===== src/rtl/rom_bus_bridge.sv =====
// CPU-bus front end for the synchronous ROM array: window decode, one-cycle ROM latency
// absorption, write protection. Optional macro ROM_WP_COUNT_EN enables the saturating wp_count.
module rom_bus_bridge #(
  parameter int                    ADDR_WIDTH = 16,
  parameter int                    DATA_WIDTH = 8,
  parameter int                    ROM_AW     = 15,
  parameter logic [ADDR_WIDTH-1:0] ROM_BASE   = 16'hB000,
  parameter logic [ADDR_WIDTH-1:0] ROM_TOP    = 16'hFFFF
) (
  input  logic                  clk,
  input  logic                  reset_n,
  input  logic                  cpu_req,
  input  logic                  cpu_we,
  input  logic [ADDR_WIDTH-1:0] cpu_addr,
  output logic [DATA_WIDTH-1:0] cpu_rdata,
  output logic                  cpu_ready,
  output logic                  rom_hit,
  output logic                  rom_cs,
  output logic [ROM_AW-1:0]     rom_addr,
  input  logic [DATA_WIDTH-1:0] rom_data,
  output logic                  wp_err,
  output logic [7:0]            wp_count
);

  typedef enum logic [1:0] {
    IDLE  = 2'd0,
    FETCH = 2'd1,
    RESP  = 2'd2
  } state_e;

  state_e                state_q, state_d;
  logic [DATA_WIDTH-1:0] rdata_q, rdata_d;
  logic                  wp_err_q, wp_err_d;
  logic                  wp_block;

  // Compare one bit wider so a window ending at the top of the address space never wraps.
  assign rom_hit = ({1'b0, cpu_addr} >= {1'b0, ROM_BASE}) &&
                   ({1'b0, cpu_addr} <= {1'b0, ROM_TOP});

  // NOTE: every output of this block gets a default first, so no path can infer a latch.
  always_comb begin
    state_d   = state_q;
    rdata_d   = rdata_q;
    wp_err_d  = wp_err_q;
    wp_block  = 1'b0;
    rom_cs    = 1'b0;
    rom_addr  = '0;
    cpu_ready = 1'b0;
    unique case (state_q)
      IDLE: begin
        if (cpu_req && rom_hit) begin
          if (!cpu_we) begin
            // Gated by reset_n so a request present during reset never strobes the ROM.
            rom_cs   = reset_n;
            rom_addr = reset_n ? ROM_AW'(cpu_addr - ROM_BASE) : '0;
            state_d  = FETCH;
          end else begin
            wp_block = 1'b1;
            wp_err_d = 1'b1;
            state_d  = RESP;
          end
        end
      end
      FETCH: begin
        rdata_d = rom_data;
        state_d = RESP;
      end
      RESP: begin
        cpu_ready = 1'b1;
        state_d   = IDLE;
      end
      default: state_d = IDLE;
    endcase
  end

  // NOTE: state registers use non-blocking assignments so every flop samples pre-edge values.
  always_ff @(posedge clk) begin
    if (!reset_n) begin
      state_q  <= IDLE;
      rdata_q  <= '0;
      wp_err_q <= 1'b0;
    end else begin
      state_q  <= state_d;
      rdata_q  <= rdata_d;
      wp_err_q <= wp_err_d;
    end
  end

  assign cpu_rdata = rdata_q;
  assign wp_err    = wp_err_q;

`ifdef ROM_WP_COUNT_EN
  logic [7:0] wp_count_q, wp_count_d;

  always_comb begin
    wp_count_d = wp_count_q;
    if (wp_block && (wp_count_q != 8'hFF)) wp_count_d = wp_count_q + 8'd1;
  end

  always_ff @(posedge clk) begin
    if (!reset_n) wp_count_q <= 8'd0;
    else          wp_count_q <= wp_count_d;
  end

  assign wp_count = wp_count_q;
`else
  assign wp_count = 8'd0;
`endif

endmodule


===== config.mk =====
export PLATFORM = sky130hd
export DESIGN_NAME = rom_bus_bridge
export DESIGN_NICKNAME = d
export VERILOG_FILES = /design/src/rtl/rom_bus_bridge.sv
export SDC_FILE = /design/constraint.sdc
export NUM_CORES = 1
export LEC_CHECK = 0
export ABC_AREA = 1
export BUFFER_PORTS_ARGS = -buffer_cell sky130_fd_sc_hd__buf_2
export CAP_MARGIN = 20
export CORE_MARGIN = 2
export CORE_UTILIZATION = 32
export CTS_CLUSTER_SIZE = 8
export DETAILED_ROUTE_END_ITERATION = 6
export PLACE_DENSITY = 0.79
export SETUP_SLACK_MARGIN = 0.1
export SYNTH_ARGS = -nofsm -noshare
export SYNTH_HDL_FRONTEND = slang
export SYNTH_SLANG_ARGS = --single-unit

===== constraint.sdc =====
create_clock -name clk -period 1 [get_ports clk]
set_clock_uncertainty 0.05 [all_clocks]
set_input_delay 0.05 -clock clk [delete_from_list [all_inputs] [get_ports clk]]
set_output_delay 0.05 -clock clk [all_outputs]
set_load 0.01 [all_outputs]

==> metrics.txt, run 1 <==
outcome=finished, violations left; failing checks=setup timing; worst slack, placed=-0.149 ns; Final Hold Fails=0; clock slew at reported path FFs=0.06 ns; Initial DRC Count=3; crit path max fanout=7; H-Tree Depth=1; max incr delay on CP=0.35 ns; top cells by area, synth=dfxtp_1 33%, nor2_1 15%, inv_1 12%, buf_4 9.0%, nor2_2 8.5%; RR Startpoint=state_q[1]$_SDFFE_PN0P_; highest clock rate=0.729 GHz; Residual DRC=0; Synth Area in Compound Gates=0.0752; CP delay by family, top=flip-flops; WP data arrival=1.27 ns; Pleak=0.755 nW; Post-Synthesis Cells=99; Top Ports=63; CP Class=reg -> out; pin count of the biggest net entering global routing=12; post-synthesis mux area share=0; first-pass GRT wire length=3.45 mm; Synth Area in Adders=0.0188; GR Util All Layers=0.179; Syn Area/Cell=6.72 um^2; Worst VDD drop=0.458 mV; number of buffers created by CTS=3; Root Buffer=clkbuf_4; setup ws final=-0.373 ns; Total Die Area=2460 um^2; crit start category=flop; Tcrit/Tclk final=1.37; Max clock buf depth=2; row cnt=16; DP Wirelength=1.41 mm; CP Cell Sequence=nor2_4 -> nand4_4 -> buf_6 -> nor2_2 -> buf_2; CP bufs+invs=2; final period demand of the worst path=1.37 ns; Yosys top cell area share=0.331; die width=49.6 um; later-pin clock latency in the skew report=0.26 ns; Post-synth ARST share=0; Setup crit end kind=primary output; Starting Density=0.339; CTS tree=built; TritonCTS Sinks=11; Clock power frac=0.279; Worst Path Required=0.90 ns; CP max-delay cell=dfxtp_4; CP startpoint=state_q[1]$_SDFFE_PN0P_; fin nets=206; Final Wtd Congestion=0.669; Layout area overhead=106%; switching share of power=0.279; RSZ-0062 raised after global routing=true; simple-gate share of the synthesized area=0.320; Pwr per Cell Area=755 nW/um^2; P_sw=0.000288 W; vias per cell=4.28; Chip Height=49.6 um; xor/xnor share of the synthesized area=0.0132; Reg power frac=0.442; IO Port Bufs=54; Cell variety after synth=17; ys flop type=dfxtp_1; Overflow after GRT=0; vias in the first global route=882; Cell Area, Placed=1060 um^2; Avg WL per Cell=10.9 um; Max-Cap Viols=0; vias=868; Routed WL=2.22 mm; Core ar.=1960 um^2; hold crit path type=in -> reg; fin. max-slew vios=0; initial antenna violation count=0; Seq cells post-synth=11; hold_sp=cpu_we; share of layout cells above drive strength 1=0.619; EDFF count, synth=0; Logic pwr share=0.279; post-route cell area=1370 um^2; top cells by count, synth=27 x nor2_1, 22 x inv_1, 11 x dfxtp_1, 9 x nor2_2, 9 x o21ai_0; post-synth top area cell=dfxtp_1; mapped cell area=666 um^2; Final setup viols=25; ANT nets after route=0; Fillers=160; iteration count of the initial detailed-routing pass=3; YS warnings=0; largest family of logic cells by synthesized area=simple AND/OR/NAND/NOR gates; ant diodes=0; Int Power=0.000746 W; sequential area share after synthesis=0.331; most common cell in the netlist=nor2_1
## stage by stage
step	hold slack, ns	setup TNS, ns	std cells	util	total power, W
floorplan	0.0732	-0.0136	106	-	0.000598
detailed placement	0.233	-2.29	186	0.542	0.000686
CTS	0.0496	-5.81	202	0.672	0.00103
finish	0.0589	-6.75	203	0.698	0.00103
global placement	0.225	-1.43	186	0.542	0.000680
global route	0.0684	-8.23	203	0.698	0.00109
## worst paths after layout
kind | slack [ns] | to | cells after the start
hold / removal | 0.06 | state_q[1]$_SDFFE_PN0P_ | 3
setup reg to reg | -0.15 | cpu_rdata[3]$_SDFFE_PN0P_ | 6
setup / recovery | -0.37 | rom_addr[5] | 5
hold reg to reg | 0.40 | wp_err$_SDFFE_PN0P_ | 2
## worst reg2reg max path, delay by kind of cell (launching register included)
| kind | cells | cell delay, ns |
|---|---|---|
| DFF | 1 | 0.35 |
| and+or+nand+nor | 2 | 0.24 |
| AOI/OAI and AO/OA | 1 | 0.06 |
| buffers and inverters | 3 | 0.41 |
## power groups by stage
stage	Combinational [W]	Clock [W]	Sequential [W]
finish	0.000289	0.000288	0.000457
global route	0.000313	0.000319	0.000458
CTS	0.000271	0.000300	0.000459
detailed placement	0.000218	0	0.000468
global placement	0.000213	0	0.000467
floorplan	0.000125	0	0.000473
## registers in the layout (all words and copies together) (netlist names)
register	count
cpu_rdata	8
state_q	2
wp_err	1
## what timing repair did
action,CTS,global route
hold buffers,8,0
pin swaps,6,4
buffers inserted,3,1
resized for setup,35,16
cloned,1,0
endpoints found under the setup margin,27,28
endpoints found under the hold margin,8,0
## layer usage
metal | vias to the layer above | share of wire | global-route usage
met5 | - | 0 | 0
met4 | 0 | 0.0027 | 0.0556
met3 | 2 | 0.10 | 0.0394
met2 | 57 | 0.53 | 0.344
met1 | 377 | 0.37 | 0.191
li1 | 432 | - | -
## area by class of cell
| class | instances | area [um^2] | share of cell area |
|---|---|---|---|
| repair buffers | 76 | 557 | 0.407 |
| multi-input cells | 63 | 434 | 0.317 |
| flip-flops and latches | 11 | 225 | 0.165 |
| inverters | 22 | 92.6 | 0.0676 |
| well taps | 27 | 33.8 | 0.0247 |
| clock buffers | 4 | 26.3 | 0.0192 |
## cell usage in the layout (no fill, tap or decap), drive strengths merged
cell	instances
xor2	1
nand3	1
conb	8
a21oi	1
clkbuf	5
dfxtp	11
nand2	3
ha	1
buf	67
nand4	2
nor2	37
dlygate4sd3	8
o21ai	9
inv	22
## logic make-up after synthesis
kind of cell    Yosys count
other cells               1
flops                    11
fa+ha+maj                 1
simple gates             43
compound gates           10
buf+inv                  32
xor+xnor                  1
(Power assumes the default switching activity.)
==> inputs of run 2 (changes only) <==
--- a/config.mk
+++ b/config.mk
@@ -8,6 +8,7 @@
 export ABC_AREA = 1
 export BUFFER_PORTS_ARGS = -buffer_cell sky130_fd_sc_hd__buf_2
 export CAP_MARGIN = 20
+export CORE_ASPECT_RATIO = 0.8
 export CORE_MARGIN = 2
 export CORE_UTILIZATION = 32
 export CTS_CLUSTER_SIZE = 8
==> run 2 against run 1 <==
The run still ends with setup timing left. Cell count fell by 3.4%. Hold slack improved by 0.00060 ns. Setup slack improved by 0.045 ns. First-iteration DRC count rose to 3.3 times the previous value. Maximum frequency rose by 3.4%. Total power fell by 1.6%. Global-route usage fell by 0.36 points. Largest power group unchanged.
==> metrics.txt, run 2 (synthesized netlist as in run 1, its figures left out) <==
CTS tree=built; CP Cell Sequence=nor2_4 -> nand4_4 -> buf_12 -> nor2_1 -> buf_2; TritonCTS Sinks=11 (unchanged); fin. max-slew vios=0 (unchanged); R2R Setup Slk=-0.10 ns (+0.05 ns); Core ar.=1930 um^2 (-1.8%); first-pass GRT wire length=3.09 mm (-10%); H-Tree Depth=1 (unchanged); Final setup viols=25 (unchanged); WP data arrival=1.23 ns (-0.04 ns); clock slew at reported path FFs=0.06 ns (about the same); Pwr per Cell Area=808 nW/um^2 (+7.0%); CP Class=reg -> out; total power=0.00102 W (-1.6%); Tcrit/Tclk final=1.33 (-0.0453); crit start category=flop; Max-Cap Viols=0 (unchanged); fin nets=202 (-1.9%); max reg flops=8 (unchanged); Worst VDD drop=0.682 mV (+49%); GR Util All Layers=0.176 (-0.00357); Setup crit end kind=primary output; IO Port Bufs=54 (unchanged); crit path max fanout=17 (+10); Initial DRC Count=10 (+7); later-pin clock latency in the skew report=0.26 ns (about the same); DP Wirelength=1.43 mm (+1.8%); initial antenna violation count=0 (unchanged); die width=55.0 um (+11%); vias in the first global route=789 (-11%); most frequent cells in the layout=46 x buf_2, 25 x nor2_1, 19 x inv_1; vias=822 (-5.3%); number of buffers created by CTS=3 (unchanged); final period demand of the worst path=1.33 ns (-0.0453 ns); Fillers=167 (+4.4%); highest clock rate=0.753 GHz (+3.4%); CP delay by family, top=flip-flops; pin count of the biggest net entering global routing=18 (+6); ANT nets after route=0 (unchanged); Layout area overhead=89.1%; failing checks=setup timing; Chip Height=44.8 um (-9.7%); Post-Route Utilization=0.653 (-0.0445); max incr delay on CP=0.34 ns (about the same); Total Die Area=2460 um^2 (about the same); row cnt=14 (-2); share of layout cells above drive strength 1=0.535 (-0.0844); CP bufs+invs=2 (unchanged); Max clock buf depth=2 (unchanged); vias per cell=4.19 (-1.9%); Overflow after GRT=0 (unchanged); outcome=finished, violations left; Final Wtd Congestion=0.776 (+16%); ant diodes=0 (unchanged); CP max-delay cell=dfxtp_2; Residual DRC=0 (unchanged); Root Buffer=clkbuf_4; setup ws final=-0.327 ns (+0.0453 ns); Top Ports=63 (unchanged); iteration count of the initial detailed-routing pass=4 (+1); Routed WL=1.96 mm (-12%); Final Hold Fails=0 (unchanged); hold crit path type=in -> reg; Starting Density=0.345 (+0.00617); Pleak=0.724 nW (-4.1%); RSZ-0062 raised after global routing=true; Avg WL per Cell=9.99 um (-8.4%); Worst Path Required=0.90 ns (about the same); commonest non-fill, non-tap cell in the layout=buf_2
-- run 2: where the power goes --
group | leakage (nW) | switching [W] | internal (W)
Sequential | 0.0901 | 0.00000782 | 0.000451
Clock | 0.0150 | 0.000142 | 0.000154
Combinational | 0.619 | 0.000132 | 0.000131
-- run 2: layer usage --
metal / GRT usage / vias up / wire length [um]
li1: - / 422 / -
met1: 0.170 / 366 / 718
met2: 0.340 / 32 / 1110
met3: 0.0530 / 2 / 118
met4: 0.0683 / 0 / 11
met5: 0 / - / 0
-- run 2: worst paths after layout --
path / startpoint / end / depth (start not counted)
worst min register to register: wp_err$_SDFFE_PN0P_ / wp_err$_SDFFE_PN0P_ / 2
worst max-delay path: state_q[1]$_SDFFE_PN0P_ / rom_addr[5] / 5
worst max register to register: state_q[1]$_SDFFE_PN0P_ / cpu_rdata[7]$_SDFFE_PN0P_ / 6
worst min-delay path: cpu_addr[15] / state_q[1]$_SDFFE_PN0P_ / 3
-- run 2: stage by stage --
step           area [um^2]  std cells  hold WS (ns)  worst slack (ns)  setup TNS [ns]
2_1_floorplan          763        106        0.0732           -0.0136         -0.0136
3_3_place_gp          1040        181         0.222            -0.101           -1.50
3_5_place_dp          1040        181         0.229            -0.135           -2.26
4_1_cts               1240        196        0.0514            -0.352           -6.29
5_1_grt               1260        196        0.0577            -0.416           -7.68
6_report              1260        196        0.0595            -0.327           -5.90
-- run 2: worst min-delay path, cell delays in order --
cell     delay [ns]
buf_2          0.11
nand4_1        0.12
a21oi_2        0.06
-- run 2: layout make-up --
type | instances | area (um^2) | share of cell area
repair buffers | 72 | 495 | 0.394
multi-input cells | 63 | 399 | 0.317
flip-flops and latches | 11 | 223 | 0.177
inverters | 22 | 85.1 | 0.0676
well taps | 24 | 30.0 | 0.0239
clock buffers | 4 | 26.3 | 0.0209
-- run 2: what timing repair did --
| item | 4_1_cts | 5_1_grt |
|---|---|---|
| pin swaps | 3 | 4 |
| hold endpoints to repair | 8 | 0 |
| gates resized for setup | 18 | 8 |
| setup endpoints to repair | 26 | 28 |
| setup buffers | 3 | 0 |
| hold buffers | 8 | 0 |
